$ cat config.mk
export PLATFORM = sky130hd
export DESIGN_NAME = key_reset_ctrl
export DESIGN_NICKNAME = d
export VERILOG_FILES = /design/src/rtl/key_reset_ctrl.sv
export SDC_FILE = /design/constraint.sdc
export NUM_CORES = 1
export LEC_CHECK = 0
export CORE_MARGIN = 4
export CORE_UTILIZATION = 48
export DETAILED_ROUTE_END_ITERATION = 8
export DONT_BUFFER_PORTS = 1
export GPL_TIMING_DRIVEN = 0
export SYNTH_ARGS = -nofsm -noshare
export SYNTH_HDL_FRONTEND = slang
export SYNTH_SLANG_ARGS = --single-unit
$ cat constraint.sdc
create_clock -name clk_50M -period 3.4 [get_ports clk_50M]
set_input_delay 0.51 -clock clk_50M [delete_from_list [all_inputs] [get_ports clk_50M]]
set_output_delay 0.51 -clock clk_50M [all_outputs]
set_load 0.01 [all_outputs]
$ cat src/rtl/key_reset_ctrl.sv
// key_reset_ctrl: synchronised, debounced key channels with press strobes, toggles and a retriggerable stretched reset
module key_reset_ctrl #(
    parameter int                  NUM_KEYS        = 4,
    parameter int                  DEBOUNCE_CYCLES = 1000000,
    parameter int                  DB_W            = 20,
    parameter logic [NUM_KEYS-1:0] TOGGLE_MASK     = NUM_KEYS'(4'b0001),
    parameter int                  RST_KEY         = 0,
    parameter int                  RST_HOLD        = 16,
    parameter int                  HOLD_W          = 8
) (
    input  logic                clk_50M,
    input  logic                rst_n,
    input  logic [NUM_KEYS-1:0] key,
    output logic [NUM_KEYS-1:0] key_state,
    output logic [NUM_KEYS-1:0] key_press,
    output logic [NUM_KEYS-1:0] key_toggle,
    output logic                sys_rst
);
    logic [NUM_KEYS-1:0] s1, s2, sync, accept, pressed;
    logic [HOLD_W-1:0]   hold;
    assign sync    = ~s2;
    assign pressed = accept & sync;
    for (genvar i = 0; i < NUM_KEYS; i++) begin : g_ch
        logic [DB_W-1:0] cnt;
        assign accept[i] = (sync[i] != key_state[i]) && (cnt == DB_W'(DEBOUNCE_CYCLES - 1));
        always_ff @(posedge clk_50M)
            if (!rst_n || sync[i] == key_state[i] || accept[i]) cnt <= '0;
            else cnt <= cnt + 1'b1;
    end
    always_ff @(posedge clk_50M) begin
        if (!rst_n) begin
            s1         <= '1;
            s2         <= '1;
            key_state  <= '0;
            key_press  <= '0;
            key_toggle <= '0;
            sys_rst    <= 1'b0;
            hold       <= '0;
        end else begin
            s1         <= key;
            s2         <= s1;
            key_state  <= key_state ^ accept;
            key_press  <= pressed;
            key_toggle <= key_toggle ^ (pressed & TOGGLE_MASK);
            // hold counts the remaining high cycles after the current one; a press reloads it
            if (pressed[RST_KEY]) begin
                sys_rst <= 1'b1;
                hold    <= HOLD_W'(RST_HOLD - 1);
            end else begin
                sys_rst <= hold != '0;
                hold    <= hold - HOLD_W'(hold != '0);
            end
        end
    end
endmodule

==> results_dict.tcl, run 1 <==
set metrics [dict create \
    synth_cell_type_count 38 \
    drc 0 \
    dieArea_sq_um 11300 \
    fin_ws_ns 1.16 \
    htreeDepth 3 \
    whs_ns 0.233 \
    register_area_sq_um 2120 \
    grt_max_degree 18 \
    skew_ns 0.0141 \
    drt_wl_total_microns 8570 \
    antennaDiodeCount 0 \
    ys_seq_area_share_pct 45.8 \
    leakage_nw 1.43 \
    finalHoldViolCount 0 \
    viasPerCell 5.26 \
    nets 558 \
    clk_pin_slew_ns 0.10 \
    drive_above_1_share_pct 5.27 \
    setup_viol 0 \
    fin_crit_ns 2.24 \
    synthToLayoutAreaGrowth_pct 8.88 \
    overflow 0 \
    synth-edff-count 0 \
    min-delay-path-class "in2reg" \
    ys_async_sr_fraction_pct 0 \
    path_cells "ha_1 > nand4_1 > or4_1 > buf_2 > nor4_4 > and2_1" \
    place_area_sq_um 4810 \
    io_buffers 0 \
    drtIter0Drc 126 \
    status "finished clean" \
    ys_ff_latch 106 \
    grt_pass1_wl_microns 15400 \
    ctsHoldBuffers 0 \
    ys.flop_type "dfxtp_1" \
    cts_num_sinks 106 \
    place.gp.congestion 0.823 \
    multi_input_area_sq_um 2340 \
    finalNonFillerCells 679 \
    grt_pass1_vias 3469 \
    arrival_ns 2.56 \
    pre_cts_ws_ns 1.13 \
    final_max_slew_viol_count 0 \
    grtUsageTotal_pct 16.4 \
    initial_core_util_pct 49.7 \
    max_freq_mhz 446 \
    grt_setup_unrepaired "false" \
    vias 3569 \
    fin_util_pct 54.1 \
    synth_area_sq_um 4640 \
    place_inst 663 \
    n_fill_cell 869 \
    drtAntennaViolNets 0 \
    slowest_delay_ns 0.55 \
    irDropWorstVdd_v 0.000376 \
    cts_made_buffers 9 \
    post-cts-setup-buffer-count 0 \
    relSlewSlack_pct 62.3 \
    dr.pass1.iters 4 \
    fp.dieH_microns 106 \
    core_area_sq_um 9330 \
    routedWlPerCell_microns 12.6 \
    finalPower_mw 2.48 \
    cap_violations 0 \
    power.density_nw_per_um2 491 \
    start_kind "register" \
    yosys_warnings 0 \
    die_w_microns 106 \
    setup.worst_path.end_class "register" \
    antenna_found_initial 0 \
    critical_path_class "reg2reg" \
    post_cts_resized 0 \
    clock_latency_ns 0.37 \
    worst_pin_slew_ns 0.562 \
    cp_slowest_cell "or4_1" \
    avgSynthCellArea_sq_um 8.72 \
    cts_tree "done" \
    cts_root_buf "clkbuf_8" \
    cp_data_required_time_ns 3.72 \
    row_count 35 \
    ioPinCount 19 \
    dp_hpwl_microns 6160 \
    path_max_fanout 10 \
    fin_crit_sh_pct 66.0 \
    syn-instance-count 532 \
    fin_setup_tns_ns 0 \
    ctsLongestPathBuffers 2 \
    final_area_sq_um 5050 \
]
## cell usage after synthesis, drive strengths merged (7+ instances only)
cell / number / area, sq um
dfxtp: 106 / 2120
nor2: 74 / 278
xnor2: 48 / 420
nand2: 29 / 109
inv: 26 / 97.6
nand3: 24 / 120
nand4: 23 / 144
a21oi: 22 / 110
nor4: 22 / 153
or3: 20 / 125
nor3: 19 / 95.1
xor2: 17 / 149
clkbuf: 13 / 48.8
or4: 12 / 90.1
nand2b: 9 / 56.3
o21ai: 9 / 45.0
o31ai: 8 / 60.1
ha: 7 / 87.6
## flip-flops by register name (all words and copies together), names as in the netlist
register and flops:
key_state 4, g_ch.cnt 80, s2 4, sys_rst 1, s1 4, hold 8, key_toggle 1, key_press 4
## path summary, 6_finish.rpt
check	to	slack, ns	cells after the start	startpoint
setup / recovery	key_press[0]$_SDFF_PN0_	1.16	6	g_ch[0].cnt[0]$_SDFF_PP0_
setup reg to reg	key_press[0]$_SDFF_PN0_	1.16	6	g_ch[0].cnt[0]$_SDFF_PP0_
hold reg to reg	s2[2]$_SDFF_PN1_	0.44	1	s1[2]$_SDFF_PN1_
hold / removal	s1[3]$_SDFF_PN1_	0.23	1	key[3]
## cell families (layout without fill, tap and decap cells)
logic type / after synthesis / in the layout / share of synthesized area [%]
and+or+nand+nor: 256 / 256 / 29.2
buffers and inverters: 45 / 61 / 3.97
other: 1 / 3 / 0.0809
xor gates and xnor gates: 65 / 65 / 12.3
DFF: 106 / 106 / 45.8
adders and majority gates: 7 / 7 / 1.89
AOI/OAI and AO/OA: 52 / 52 / 6.85
## power by group
group,switching [mW],total (mW),internal (mW)
Combinational,0.119,0.234,0.115
Sequential,0.0325,1.32,1.29
Clock,0.434,0.926,0.492
## cell type report
| cell class | count | share of cell area [%] |
|---|---|---|
| multi-input combinational | 383 | 46.3 |
| sequential | 106 | 42.0 |
| tap | 129 | 3.20 |
| clock buffer | 10 | 2.53 |
| clock inverter | 6 | 2.28 |
| inverter | 26 | 1.93 |
| buffer | 19 | 1.71 |
## metal layers
metal	global-route usage (%)	wire, microns
met3	5.22	261
met5	0	0
met4	5.18	97
met2	26.7	3950
met1	20.7	4260
## worst max-delay path, delay by kind of cell (launching register included)
kind | cells | cell delay (ns)
fa+ha+maj | 1 | 0.24
flops | 1 | 0.36
simple gates | 4 | 1.41
buf+inv | 1 | 0.18
## placed cells by master (no fill, tap or decap), drive strengths merged, types with 2 or more instances in the layout
cell type  netlist  layout
bufinv           0       3
ha               7       7
nand4           23      23
o41ai            3       3
dfxtp          106     106
and4             2       2
and3             3       3
o31ai            8       8
clkinv           0       2
nand2           29      29
o21a             5       5
buf              6       6
nor3            19      19
nor3b            4       4
nor4            22      22
or4             12      12
xor2            17      17
xnor2           48      48
nand3           24      24
nand2b           9       9
nor4b            2       2
clkbuf          13      23
inv             26      26
a21oi           22      22
o211ai           4       4
or2              5       5
nor4bb           2       2
conb             1       3
or3b             3       3
nor2            74      74
or3             20      20
o21ai            9       9
No activity file was read; power rests on OpenSTA's default activity.
==> inputs of run 2 (changes only) <==
- clock period: 3.4 -> 2.1 ns (I/O delays scaled with it)
==> run 2 against run 1 <==
Clock power up 62%. Design area up 2.6%. Combinational power up 62%. Maximum frequency up 13%. Sequential share of layout area down 1.0 points. Critical endpoint is now key_toggle[0]$_SDFF_PN0_. Highest routed layer unchanged.
==> results_dict.tcl, run 2 (same netlist as run 1, synthesis figures left out) <==
set metrics [dict create \
    nets 568 \
    cap_violations 0 \
    pre_cts_ws_ns -0.168 \
    slowest_delay_ns 0.55 \
    irDropWorstVdd_v 0.000612 \
    worst_pin_slew_ns 0.531 \
    drtIter0Drc 105 \
    vias 3616 \
    fp.dieH_microns 106 \
    power.density_nw_per_um2 775 \
    drt_wl_total_microns 8690 \
    place.gp.congestion 0.823 \
    fin_ws_ns 0.112 \
    synthToLayoutAreaGrowth_pct 11.7 \
    dp_hpwl_microns 6160 \
    dr.pass1.iters 5 \
    cts_tree "done" \
    finalPower_mw 4.01 \
    multi_input_area_sq_um 2380 \
    dieArea_sq_um 11300 \
    rrSetupSlack_ns 0.11 \
    cts_made_buffers 9 \
    initial_core_util_pct 49.7 \
    row_count 35 \
    grt_pass1_vias 3496 \
    cts_root_buf "clkbuf_8" \
    drive_above_1_share_pct 9.11 \
    path_max_fanout 6 \
    overflow 0 \
    mostFrequentLayoutCells "dfxtp_1, nor2_1, xnor2_1, nand2_1, inv_1" \
    grt_max_degree 18 \
    antennaDiodeCount 0 \
    largest_reg_flops 80 \
    met2_usage_pct 26.9 \
    setup.worst_path.end_class "register" \
    grt_use_met3_pct 5.22 \
    ctsLongestPathBuffers 2 \
    grt-busiest-layer "met2" \
    fin_util_pct 55.6 \
    die_w_microns 106 \
    clk_pin_slew_ns 0.11 \
    fin_crit_sh_pct 94.7 \
    core_area_sq_um 9330 \
    antenna_found_initial 0 \
    critical_path_class "reg2reg" \
    min-delay-path-class "in2reg" \
    cp_slowest_cell "or4b_1" \
    start_kind "register" \
    ioPinCount 19 \
    cp_data_required_time_ns 2.41 \
    path_cells "or3b_1 > or4_4 > or4b_1 > a21oi_2" \
    register_area_sq_um 2130 \
    finalHoldViolCount 0 \
    top_register "g_ch.cnt" \
    io_buffers 0 \
    relSlewSlack_pct 64.6 \
    final_max_slew_viol_count 0 \
    skew_ns 0.0177 \
    n_fill_cell 855 \
    setup_viol 0 \
    cts_num_sinks 106 \
    met1_usage_pct 20.7 \
    ctsHoldBuffers 0 \
    leakage_nw 1.50 \
    drtAntennaViolNets 0 \
    viasPerCell 5.25 \
    clock_latency_ns 0.38 \
    finalNonFillerCells 689 \
    place_inst 663 \
    drc 0 \
    status "finished clean" \
    fin_crit_ns 1.99 \
    grtUsageTotal_pct 16.5 \
    htreeDepth 3 \
    layout_commonest_cell "dfxtp_1" \
    grt_pass1_wl_microns 15400 \
    max_freq_mhz 503 \
    whs_ns 0.0335 \
    reg_top3 "g_ch.cnt (80), hold (8)" \
    routedWlPerCell_microns 12.6 \
    arrival_ns 2.30 \
]
## run 2: changes by cell type in the layout (fill, tap and decap cells not counted), sizes merged
cell  before  now
buf        6   16
## run 2: critical path: cells and delay by family (launching register included)
family / cells / cell delay [ns]
DFF: 1 / 0.37
AOI/OAI and AO/OA: 1 / 0.16
and+or+nand+nor: 3 / 1.39
## run 2: final cells by class
class | instances | share of cell area [%]
inverters | 26 | 1.88
plain buffers | 18 | 1.76
flip-flops and latches | 106 | 41.0
multi-input cells | 383 | 45.9
repair buffers | 11 | 1.59
clock inverters | 6 | 2.22
clock buffers | 10 | 2.46
well taps | 129 | 3.11
## run 2: stage by stage
| step | TNS [ns] | instance area [sq um] |
|---|---|---|
| final | 0 | 5180 |
| after detailed placement | -4.25 | 4810 |
| after CTS | 0 | 5090 |
| after floorplan | 0 | 4650 |
| after global placement | -2.66 | 4810 |
| after global routing | -0.00104 | 5180 |
## run 2: metal layers
metal / up-vias / share of wire (%)
li1: 1892 / -
met1: 1686 / 50
met2: 32 / 46
met3: 6 / 3.0
met4: 0 / 1.1
met5: - / 0
## run 2: final timing paths
kind,start,to,cells after the start
min,key[3],s1[3]$_SDFF_PN1_,1
min reg2reg,s1[0]$_SDFF_PN1_,s2[0]$_SDFF_PN1_,1
max reg2reg,g_ch[0].cnt[6]$_SDFF_PP0_,key_toggle[0]$_SDFF_PN0_,4
max,g_ch[0].cnt[6]$_SDFF_PP0_,key_toggle[0]$_SDFF_PN0_,4
## run 2: report_power, final
group	total (mW)	switching, mW	internal (mW)
Combinational	0.379	0.193	0.186
Clock	1.50	0.705	0.797
Sequential	2.13	0.0521	2.08
Total	4.01	0.950	3.06
## run 2: repair_timing
action / CTS / global route
endpoints found under the hold margin: 0 / 0
pin swaps: 2 / 4
resized for setup: 7 / 13
endpoints found under the setup margin: 51 / 57
setup buffers: 2 / 9
==> inputs of run 3 (changes only) <==
- PLACE_DENSITY: unset -> 0.63
==> run 3 against run 2 <==
Wire length is 0.37% lower. Global-route usage is 0.54 points lower. Maximum frequency is 4.5% lower. Worst hold slack better by 0.0057 ns. Largest cell class unchanged. Register-to-register slack worse by 0.09 ns. Non-clock buffer count is 2 higher. Total power is 6.2% lower. Clock skew is 0.0080 ns lower. Count of clock-buffer cells in the layout is 2 higher.
==> results_dict.tcl, run 3 (same netlist as run 1, synthesis figures left out) <==
set metrics [dict create \
    setup.worst_path.end_class "register" \
    pre_cts_ws_ns -0.160 \
    power.density_nw_per_um2 733 \
    max_freq_mhz 480 \
    clock_latency_ns 0.37 \
    viasPerCell 5.18 \
    status "finished clean" \
    crit_buf_inv 1 \
    wl_met2_microns 3890 \
    fin_ws_ns 0.0175 \
    leakage_nw 1.47 \
    reg_top3 "g_ch.cnt (80), hold (8)" \
    final_area_sq_um 5140 \
    finalHoldViolCount 0 \
    fp.dieH_microns 106 \
    place.gp.congestion 0.816 \
    worst_pin_slew_ns 0.558 \
    setup_viol 0 \
    skew_ns 0.00971 \
    ctsHoldBuffers 0 \
    path_cells "ha_4 > nand4_1 > or4_4 > buf_2 > or4b_1 > a21oi_2" \
    drive_above_1_share_pct 9.07 \
    arrival_ns 2.39 \
    initial_core_util_pct 49.7 \
    antennaDiodeCount 0 \
    cp_data_required_time_ns 2.41 \
    drtIter0Drc 121 \
    final_max_slew_viol_count 0 \
    path_max_fanout 6 \
    cap_violations 0 \
    start_kind "register" \
    critical_path_class "reg2reg" \
    die_w_microns 106 \
    wl_met3_microns 271 \
    largest_reg_flops 80 \
    cp_slowest_cell "or4_4" \
    drt_wl_total_microns 8650 \
    dieArea_sq_um 11300 \
    top_register "g_ch.cnt" \
    cts_root_buf "clkbuf_8" \
    relSlewSlack_pct 62.4 \
    cts_num_sinks 106 \
    routedWlPerCell_microns 12.5 \
    place_area_sq_um 4810 \
    critical-path-top-delay-family "simple AND/OR/NAND/NOR gates" \
    grt_pass1_wl_microns 14800 \
    antenna_found_initial 0 \
    m1WireLength_microns 4370 \
    ioPinCount 19 \
    dr.pass1.iters 4 \
    grt_pass1_vias 3234 \
    cts_made_buffers 9 \
    layout_commonest_cell "dfxtp_1" \
    slowest_delay_ns 0.54 \
    dp_hpwl_microns 6020 \
    clk_pin_slew_ns 0.10 \
    fin_crit_ns 2.08 \
    mostFrequentLayoutCells "dfxtp_1, nor2_1, xnor2_1, nand2_1, inv_1" \
    top_layer "met4" \
    synthToLayoutAreaGrowth_pct 10.7 \
    cts_tree "done" \
    grt_setup_unrepaired "true" \
    io_buffers 0 \
    grtUsageTotal_pct 15.9 \
    grt_max_degree 17 \
    irDropWorstVdd_v 0.000537 \
    fin_crit_sh_pct 99.2 \
    ctsLongestPathBuffers 2 \
    overflow 0 \
    row_count 35 \
    drc 0 \
    drtAntennaViolNets 0 \
    min-delay-path-class "in2reg" \
    htreeDepth 3 \
    core_area_sq_um 9330 \
    vias 3580 \
    nets 570 \
]
run 3: area by class of cell:
type	instances	area (sq um)
repair buffers	12	90.1
flip-flops and latches	106	2130
plain buffers	19	95.1
multi-input cells	383	2370
well taps	129	161
fillers	865	4190
clock buffers	12	145
clock inverters	4	51.3
inverters	26	97.6
run 3: power breakdown:
group / total [mW] / switching (mW) / internal (mW)
registers: 2.13 / 0.0510 / 2.08
clock network: 1.25 / 0.669 / 0.585
logic: 0.378 / 0.192 / 0.186
total: 3.76 / 0.913 / 2.85
run 3: what timing repair did:
| item | in CTS | in global routing |
|---|---|---|
| setup buffers | 2 | 10 |
| pin swaps | 1 | 4 |
| endpoints found under the setup margin | 51 | 54 |
| gates resized for setup | 6 | 12 |
run 3: per-stage QoR:
stage	hold slack, ns	util, %	TNS, ns	cells	power, mW
5_1_grt	0.0149	55.1	-0.136	691	3.99
4_1_cts	0.0219	54.0	0	681	3.83
3_5_place_dp	0.392	51.5	-4.05	663	2.56
2_1_floorplan	0.386	-	0	534	2.49
3_3_place_gp	0.389	51.5	-2.83	663	2.55
6_report	0.0392	55.1	0	691	3.76
run 3: path summary, 6_finish.rpt:
path | startpoint | to | slack (ns) | cells past startpoint
worst max-delay path | g_ch[0].cnt[0]$_SDFF_PP0_ | key_toggle[0]$_SDFF_PN0_ | 0.02 | 6
worst min-delay path | key[3] | s1[3]$_SDFF_PN1_ | 0.04 | 1
worst max register to register | g_ch[0].cnt[0]$_SDFF_PP0_ | key_toggle[0]$_SDFF_PN0_ | 0.02 | 6
worst min register to register | s1[2]$_SDFF_PN1_ | s2[2]$_SDFF_PN1_ | 0.41 | 1
run 3: per-layer routing:
layer  GRT usage, %  vias to the layer above
met5              0                        -
met3           4.86                       13
met4           4.16                        0
met1           21.0                     1631
li1               -                     1901
met2           25.5                       35
